===== src/rtl/multicycle_controller.sv =====
// Multicycle control FSM: sequences fetch/decode/memory/execute/write-back, owns the NZCV
// flags and condition check, and stalls execute for MUL/MOD.
module multicycle_controller #(
    parameter int unsigned ALUCTRL_W  = 3,
    parameter int unsigned MULDIV_LAT = 4
) (
    input  logic                 clk,
    input  logic                 reset_n,
    input  logic [3:0]           cond,
    input  logic [1:0]           op,
    input  logic [5:0]           funct,
    input  logic [3:0]           rd,
    input  logic [3:0]           alu_flags,
    output logic                 pc_write,
    output logic                 reg_write,
    output logic                 mem_write,
    output logic                 ir_write,
    output logic                 adr_src,
    output logic                 alu_src_a,
    output logic [1:0]           alu_src_b,
    output logic [1:0]           result_src,
    output logic [1:0]           imm_src,
    output logic [1:0]           reg_src,
    output logic [ALUCTRL_W-1:0] alu_control,
    output logic [3:0]           flags,
    output logic                 busy_exec,
    output logic                 illegal
);

    localparam int unsigned CntW = (MULDIV_LAT > 1) ? $clog2(MULDIV_LAT) : 1;

    typedef enum logic [3:0] {
        StFetch, StDecode, StMemAdr, StMemRd, StMemWb, StMemWr,
        StExecR, StExecI, StAluWb, StBranch, StIllegal
    } state_e;

    state_e          state_q;
    logic [CntW-1:0] cnt_q;
    logic [3:0]      flags_q;
    logic            illegal_q;

    logic [2:0] alu_op;
    logic       cmd_valid, is_muldiv, is_arith, cond_ex, exec_last, in_exec;

    always_comb begin
        alu_op    = 3'd0;
        cmd_valid = 1'b1;
        is_muldiv = 1'b0;
        is_arith  = 1'b0;
        case (funct[4:1])
            4'b0100: begin alu_op = 3'd0; is_arith = 1'b1; end
            4'b0010: begin alu_op = 3'd1; is_arith = 1'b1; end
            4'b0111: begin alu_op = 3'd2; is_muldiv = 1'b1; end
            4'b1001: begin alu_op = 3'd3; is_muldiv = 1'b1; end
            4'b0000: alu_op = 3'd4;
            default: cmd_valid = 1'b0;
        endcase
    end

    // Condition check always sees the registered (pre-update) flags.
    always_comb begin
        logic n, z, c, v;
        {n, z, c, v} = flags_q;
        case (cond)
            4'b0000: cond_ex = z;
            4'b0001: cond_ex = !z;
            4'b0010: cond_ex = c;
            4'b0011: cond_ex = !c;
            4'b0100: cond_ex = n;
            4'b0101: cond_ex = !n;
            4'b0110: cond_ex = v;
            4'b0111: cond_ex = !v;
            4'b1000: cond_ex = c && !z;
            4'b1001: cond_ex = !c || z;
            4'b1010: cond_ex = (n == v);
            4'b1011: cond_ex = (n != v);
            4'b1100: cond_ex = !z && (n == v);
            4'b1101: cond_ex = z || (n != v);
            4'b1110: cond_ex = 1'b1;
            default: cond_ex = 1'b0;
        endcase
    end

    assign in_exec   = (state_q == StExecR) || (state_q == StExecI);
    assign exec_last = !is_muldiv || (cnt_q == CntW'(MULDIV_LAT - 1));

    always_ff @(posedge clk) begin
        if (!reset_n) begin
            state_q   <= StFetch;
            cnt_q     <= '0;
            flags_q   <= 4'b0000;
            illegal_q <= 1'b0;
        end else begin
            case (state_q)
                StFetch:  state_q <= StDecode;
                StDecode: begin
                    cnt_q <= '0;
                    case (op)
                        2'b01: state_q <= StMemAdr;
                        2'b10: state_q <= StBranch;
                        2'b00: begin
                            if (!cmd_valid) begin
                                state_q   <= StIllegal;
                                illegal_q <= 1'b1;
                            end else begin
                                state_q <= funct[5] ? StExecI : StExecR;
                            end
                        end
                        default: begin
                            state_q   <= StIllegal;
                            illegal_q <= 1'b1;
                        end
                    endcase
                end
                StMemAdr: state_q <= funct[0] ? StMemRd : StMemWr;
                StMemRd:  state_q <= StMemWb;
                StExecR, StExecI: begin
                    if (exec_last) begin
                        if (funct[0] && cond_ex) begin
                            flags_q[3:2] <= alu_flags[3:2];
                            if (is_arith) flags_q[1:0] <= alu_flags[1:0];
                        end
                        state_q <= StAluWb;
                    end else begin
                        cnt_q <= cnt_q + 1'b1;
                    end
                end
                StIllegal: state_q <= StIllegal;
                default:   state_q <= StFetch;
            endcase
        end
    end

    always_comb begin
        pc_write    = 1'b0;
        reg_write   = 1'b0;
        mem_write   = 1'b0;
        ir_write    = 1'b0;
        adr_src     = 1'b0;
        alu_src_a   = 1'b0;
        alu_src_b   = 2'b00;
        result_src  = 2'b00;
        imm_src     = 2'b00;
        reg_src     = 2'b00;
        alu_control = '0;
        if (state_q != StFetch && state_q != StIllegal) begin
            imm_src = (op == 2'b01) ? 2'b01 : (op == 2'b10) ? 2'b10 : 2'b00;
            reg_src = (op == 2'b01 && !funct[0]) ? 2'b10 : (op == 2'b10) ? 2'b01 : 2'b00;
        end
        case (state_q)
            StFetch: begin
                ir_write   = 1'b1;
                pc_write   = 1'b1;
                alu_src_a  = 1'b1;
                alu_src_b  = 2'b10;
                result_src = 2'b10;
            end
            StDecode: begin
                alu_src_a  = 1'b1;
                alu_src_b  = 2'b10;
                result_src = 2'b10;
            end
            StMemAdr: alu_src_b = 2'b01;
            StMemRd:  adr_src = 1'b1;
            StMemWb: begin
                result_src = 2'b01;
                reg_write  = cond_ex;
                pc_write   = cond_ex && (rd == 4'hF);
            end
            StMemWr: begin
                adr_src   = 1'b1;
                mem_write = cond_ex;
            end
            StExecR, StExecI: begin
                alu_src_b   = (state_q == StExecI) ? 2'b01 : 2'b00;
                alu_control = ALUCTRL_W'(alu_op);
            end
            StAluWb: begin
                reg_write = cond_ex;
                pc_write  = cond_ex && (rd == 4'hF);
            end
            StBranch: begin
                alu_src_b  = 2'b01;
                result_src = 2'b10;
                pc_write   = cond_ex;
            end
            default: ;
        endcase
        // Reset overrides every write enable, even mid-instruction.
        if (!reset_n) begin
            pc_write  = 1'b0;
            reg_write = 1'b0;
            mem_write = 1'b0;
            ir_write  = 1'b0;
        end
    end

    assign busy_exec = in_exec && !exec_last;
    assign flags     = flags_q;
    assign illegal   = illegal_q;

endmodule


===== config.mk =====
export PLATFORM = sky130hd
export DESIGN_NAME = multicycle_controller
export DESIGN_NICKNAME = d
export VERILOG_FILES = /design/src/rtl/multicycle_controller.sv
export SDC_FILE = /design/constraint.sdc
export NUM_CORES = 1
export LEC_CHECK = 0
export CAP_MARGIN = 0
export CORE_MARGIN = 4
export CORE_UTILIZATION = 40
export CTS_CLUSTER_DIAMETER = 30
export CTS_CLUSTER_SIZE = 10
export DETAILED_ROUTE_END_ITERATION = 6
export PLACE_DENSITY_LB_ADDON = 0.2
export RECOVER_POWER = 100
export SETUP_SLACK_MARGIN = 0.05
export SYNTH_ARGS = -nofsm -noshare
export SYNTH_HDL_FRONTEND = slang
export SYNTH_SLANG_ARGS = --single-unit

===== constraint.sdc =====
create_clock -name clk -period 3.93 [get_ports clk]
set_input_delay 1.179 -clock clk [delete_from_list [all_inputs] [get_ports clk]]
set_output_delay 1.179 -clock clk [all_outputs]
set_load 0.05 [all_outputs]

==> metrics.md, run 1 <==
| Metric | Value |
|---|---|
| Yosys top cell by area | `dfxtp_1` |
| Synthesis-to-layout area growth | `64.4%` |
| Clock Power Share | `0.165` |
| 1st-pass router iterations | `4` |
| Max_cap viols | `0` |
| Grt ovf | `0` |
| Dominant cells by area after synthesis | `dfxtp_1 19%, ha_1 6.4%, nand2_1 6.1%` |
| Hold Path Class | `flop to flop` |
| Int Pwr | `0.000264 W` |
| Die H | `62.1 µm` |
| Setup-failing EPs final | `3` |
| # rows | `19` |
| TritonCTS Sinks | `11` |
| CP startpoint kind | `primary input` |
| P_sw | `0.000185 W` |
| Root Driver | `clkbuf_4` |
| Cell count after synthesis | `156` |
| Leak pwr | `0.814 nW` |
| Fin. max-slew vios | `0` |
| Synth warnings | `0` |
| RD Place Congestion | `0.840` |
| Fmax | `0.245 GHz` |
| Number of global-route vias before repair | `1,312` |
| Clk slew on worst S/H paths | `0.06 ns` |
| Area of the mapped netlist | `1170 µm²` |
| Filler Cell Count | `249` |
| Post-layout min period | `4.08 ns` |
| Worst setup margin | `-0.154 ns` |
| Die X | `62.1 µm` |
| Via density | `5.50` |
| CTS tree | `yes` |
| Worst rel slew slack | `0.656` |
| Period utilisation layout | `1.04` |
| Final Util | `0.692` |
| Outcome | `finished, violations left` |
| DR WL/cell | `14.1 µm` |
| Final HPWL DP | `2790 µm` |
| Non-filler instance count after layout | `246` |
| Seq/Total Area, Yosys | `0.188` |
| Ports | `45` |
| Total CTS buffers | `3` |
| Die area | `3860 µm²` |
| Worst Setup Path Type | `primary input to primary output` |
| Setup Total Neg Slack | `-0.353 ns` |
| Total placed cells including tap cells | `238` |
| Sw frac | `0.413` |
| Initial core utilization | `0.421` |
| GRT Overall Usage | `0.178` |
| Longest Clk Path Bufs | `2` |
| Antenna violations before repair | `0` |
| RSZ-0062 raised after global routing | `true` |
| Fin. Hold Viols | `0` |
| Final ANT Viol Nets | `0` |
| Core area | `2780 µm²` |
| Vias post-DR | `1,354` |
| Arrival time worst endpoint | `2.91 ns` |
| Tot Pwr | `0.000449 W` |
| Number of remaining DRC errors | `0` |
| CP Data Required Time | `2.75 ns` |
| Final WL | `3460 µm` |
| Synth cell types | `51` |
| Avg Cell Area, Syn | `7.51 µm²` |
| Peak VDD IR | `0.280 mV` |
| N_diodes | `0` |
| Failing checks | `negative setup slack` |
| Worst-margin pin slew | `0.514 ns` |
| Initial DRC Count | `39` |
| PD cells | `233 nW/µm²` |
| CTS Hold Bufs | `0` |
| Worst-path fanout max | `4` |
| Main flop type after synthesis | `dfxtp_1` |
| Clk_skew | `0.00451 ns` |
| Clk Latency, worst-skew pair | `0.26 ns` |
| Synth async-reset ratio | `0` |
| CP endpoint kind | `primary output` |
| Top-area cell type share of the netlist area | `0.188` |
| First-pass GRT wire length | `5990 µm` |
| Number of flops mapped to enable cells by yosys | `0` |
| Largest net degree at the start of global routing | `14` |
| Port bufs | `44` |
| Nets@finish | `244` |
| Synthesized flop and latch total | `11` |
| Seq pwr share | `0.291` |
| Syn nets | `184` |
| Comb pwr share | `0.544` |
| Layout cells sized above 1 | `0.214` |
| H-tree levels | `1` |
cell type report:
| type | count | area (µm²) | share of cell area |
|---|---|---|---|
| multi-input cells | 129 | 937 | 0.487 |
| inverters | 7 | 26.3 | 0.0136 |
| flip-flops and latches | 11 | 220 | 0.114 |
| well taps | 31 | 38.8 | 0.0201 |
| repair buffers | 64 | 677 | 0.352 |
| clock buffers | 4 | 26.3 | 0.0136 |
timing repair:
item                       CTS  global route
cloned                       0             0
buffers inserted             3             1
gates resized for setup     19             6
setup endpoints to repair    3             4
pin swaps                    6             9
cell usage in the layout (no fill, tap or decap), types with 3 or more instances in the layout:
cell	instances
xnor2_1	5
mux2i_1	6
clkbuf_1	5
clkdlybuf4s50_1	15
nand2_1	19
or3_1	3
buf_4	14
nor2b_1	3
nand3_1	3
buf_12	10
nand2b_1	3
ha_1	6
clkbuf_4	3
a21oi_1	9
nor2_1	15
dfxtp_1	11
nand3b_1	3
buf_6	3
and3_1	4
nor3_1	4
inv_1	7
dlygate4sd3_1	13
o21ai_0	3
power by group through the flow:
stage               combinational [W]  sequential, W  clock [W]
floorplan                    0.000153       0.000125          0
global placement             0.000240       0.000133          0
detailed placement           0.000245       0.000133          0
CTS                          0.000252       0.000131  0.0000771
global route                 0.000262       0.000132  0.0000869
finish                       0.000244       0.000131  0.0000740
worst max-delay path, stage by stage:
cell and delay, ns:
buf_8 0.10, buf_6 0.11, buf_6 0.11, or4b_4 0.49
a311oi_4 0.36, nor3_4 0.10, nor4_4 0.28, buf_12 0.18
logic make-up (layout without fill, tap and decap cells):
group	Yosys count	count (layout)	synth area share
and+or+nand+nor	75	75	0.357
muxes	7	7	0.0609
DFF	11	11	0.188
adders and majority gates	6	6	0.0641
AOI/OAI and AO/OA	34	34	0.213
buffers and inverters	16	75	0.0652
xor gates and xnor gates	7	7	0.0524
cell usage after synthesis (2+ instances only):
master,count
ha_1,6
clkbuf_1,4
o31a_1,2
nor2_1,15
nor2b_1,3
mux2i_1,6
o21bai_1,2
inv_1,7
o211ai_1,2
and2_1,3
nor4bb_1,2
o31ai_1,2
o21ai_0,3
nand3_1,3
nor4b_1,2
buf_4,2
nand3b_1,3
a211oi_1,2
dfxtp_1,11
xnor2_1,5
nand2b_1,3
nor3_1,5
a21oi_1,10
or3_1,3
nand2_1,19
and3_1,4
xor2_1,2
o22ai_1,2
state kept, by name (all words and copies together), names as in the netlist:
name	cells
illegal	1
state_q	4
flags	4
cnt_q	2
routing by layer:
| metal | global-route usage | vias to the layer above | wire length (µm) |
|---|---|---|---|
| met5 | 0 | - | 0 |
| met2 | 0.310 | 40 | 1730 |
| met3 | 0.0378 | 0 | 200 |
| li1 | - | 685 | - |
| met1 | 0.237 | 629 | 1530 |
| met4 | 0 | 0 | 0 |
final timing paths:
path         startpoint         to  slack [ns]  cells after the start
max             cond[0]  reg_write       -0.15                      8
min reg2reg     illegal    illegal        0.48                      2
min             illegal    illegal        0.48                      2
max reg2reg    flags[3]   flags[1]        1.72                      8
per-stage QoR:
stage	hold slack, ns	instance area [µm²]	setup slack (ns)
after floorplan	0.472	1230	-0.280
after global placement	0.475	1880	-0.650
after detailed placement	0.483	1880	-0.723
after CTS	0.498	1960	-0.318
after global routing	0.530	1930	-0.203
final	0.482	1930	-0.154
Note: power is estimated with default switching activity, not from simulation.
==> inputs of run 2 (changes only) <==
--- a/config.mk
+++ b/config.mk
@@ -6,8 +6,10 @@
 export NUM_CORES = 1
 export LEC_CHECK = 0
 export CAP_MARGIN = 0
+export CELL_PAD_IN_SITES_DETAIL_PLACEMENT = 2
+export CELL_PAD_IN_SITES_GLOBAL_PLACEMENT = 2
 export CORE_MARGIN = 4
-export CORE_UTILIZATION = 40
+export CORE_UTILIZATION = 21
 export CTS_CLUSTER_DIAMETER = 30
 export CTS_CLUSTER_SIZE = 10
 export DETAILED_ROUTE_END_ITERATION = 6
==> metrics.md, run 2 (synthesis results as in run 1) <==
| Metric | Value |
|---|---|
| Nets@finish | `244` |
| RD Place Congestion | `0.776` |
| Placed Area | `1950 µm²` |
| Via density | `4.94` |
| Final ANT Viol Nets | `0` |
| Max_cap viols | `0` |
| Ports | `45` |
| Synthesis-to-layout area growth | `70.9%` |
| Tot Pwr | `0.000500 W` |
| Worst-margin pin slew | `0.542 ns` |
| Most common cell after layout, fill and taps aside | `nand2_1` |
| CP startpoint kind | `primary input` |
| R2R cell count | `7` |
| Period utilisation layout | `1.04` |
| Leak pwr | `0.825 nW` |
| Layout cells sized above 1 | `0.228` |
| Hold Path Class | `flop to flop` |
| Fmax | `0.244 GHz` |
| CP startpoint | `cond[0]` |
| Number of remaining DRC errors | `0` |
| Longest Clk Path Bufs | `2` |
| Setup-failing EPs final | `5` |
| Arrival time worst endpoint | `2.93 ns` |
| Port bufs | `44` |
| Clk slew on worst S/H paths | `0.05 ns` |
| RSZ-0062 raised after global routing | `true` |
| End of the critical path | `reg_write` |
| Core area | `5270 µm²` |
| Antenna violations before repair | `0` |
| Worst Setup Path Type | `primary input to primary output` |
| Filler Cell Count | `617` |
| Worst setup margin | `-0.175 ns` |
| Number of global-route vias before repair | `1,573` |
| Commonest non-fill, non-tap cells in the layout | `19 x nand2_1, 15 x nor2_1, 15 x clkdlybuf4s50_1, 15 x buf_4, 13 x dlygate4sd3_1` |
| Final Util | `0.380` |
| Initial core utilization | `0.222` |
| Worst R2R Start | `state_q[3]` |
| Setup Total Neg Slack | `-0.499 ns` |
| Vias post-DR | `1,407` |
| N_diodes | `0` |
| GRT Overall Usage | `0.142` |
| CP Data Required Time | `2.75 ns` |
| Final instance area | `2000 µm²` |
| CTS tree | `yes` |
| DR WL/cell | `16.7 µm` |
| CP endpoint kind | `primary output` |
| Setup WS pre-CTS | `-0.584 ns` |
| Largest net degree at the start of global routing | `14` |
| Worst-path fanout max | `3` |
| 1st-pass router iterations | `4` |
| Initial DRC Count | `24` |
| TritonCTS Sinks | `11` |
| # rows | `26` |
| Final WL | `4750 µm` |
| First-pass GRT wire length | `7510 µm` |
| Failing checks | `negative setup slack` |
| Die H | `82.7 µm` |
| Fin. max-slew vios | `0` |
| Die area | `6840 µm²` |
| Clk Latency, worst-skew pair | `0.24 ns` |
| R2r endpoint | `state_q[0]` |
| Peak VDD IR | `0.0951 mV` |
| Root Driver | `clkbuf_8` |
| R2R setup slack | `1.76 ns` |
| Fin. Hold Viols | `0` |
| Total CTS buffers | `3` |
| H-tree levels | `1` |
| Final HPWL DP | `3890 µm` |
| Die X | `82.7 µm` |
| Worst rel slew slack | `0.638` |
| Post-layout min period | `4.11 ns` |
| Outcome | `finished, violations left` |
| Grt ovf | `0` |
| PD cells | `250 nW/µm²` |
| Clk_skew | `0.00437 ns` |
## run 2: layer usage
layer | track usage | up-vias | wire (µm)
met5 | 0 | - | 0
met4 | 0.0294 | 0 | 36
met3 | 0.0206 | 5 | 184
met2 | 0.269 | 30 | 2490
met1 | 0.166 | 688 | 2040
li1 | - | 684 | -
## run 2: metrics by stage
| step | instances | hold slack [ns] |
|---|---|---|
| 6_report | 285 | 0.522 |
| 5_1_grt | 285 | 0.555 |
| 4_1_cts | 285 | 0.532 |
| 3_5_place_dp | 279 | 0.522 |
| 3_3_place_gp | 279 | 0.470 |
| 2_1_floorplan | 156 | 0.472 |
## run 2: worst min-delay path by stage
| stage | from | depth (start not counted) | end | slack [ns] |
|---|---|---|---|---|
| after global routing | cnt_q[1] | 2 | cnt_q[1] | 0.56 |
| after floorplan | cnt_q[1] | 2 | cnt_q[1] | 0.47 |
| after CTS | cnt_q[1] | 2 | cnt_q[1] | 0.53 |
| final | cnt_q[1] | 2 | cnt_q[1] | 0.52 |
| after global placement | illegal | 2 | illegal | 0.47 |
| after detailed placement | cnt_q[1] | 2 | cnt_q[1] | 0.52 |
## run 2: worst max-delay path: stages
cell and delay (ns):
buf_6 0.09, or4bb_1 0.52, o221a_4 0.29, a311oi_4 0.28
nor3_4 0.11, nor4_4 0.28, buf_12 0.18
## run 2: repair_timing
item / 4_1_cts / 5_1_grt
pin swaps: 5 / 6
cloned: 0 / 0
setup endpoints to repair: 3 / 4
resized for setup: 17 / 7
hold buffers: 0 / 0
buffers inserted: 2 / 1
## run 2: power by group
group	internal [W]	switching [W]	leakage, nW	total [W]
Clock	0.0000715	0.0000454	0.0228	0.000117
Sequential	0.000117	0.0000154	0.0893	0.000132
Combinational	0.000107	0.000143	0.713	0.000250
## run 2: layout make-up
cell class,instances,area (µm²),area share
Multi-Input combinational cell,129,950,0.474
Timing Repair Buffer,64,673,0.336
Sequential cell,11,220,0.110
Tap cell,70,87.6,0.0438
Clock buffer,4,45.0,0.0225
Inverter,7,26.3,0.0131
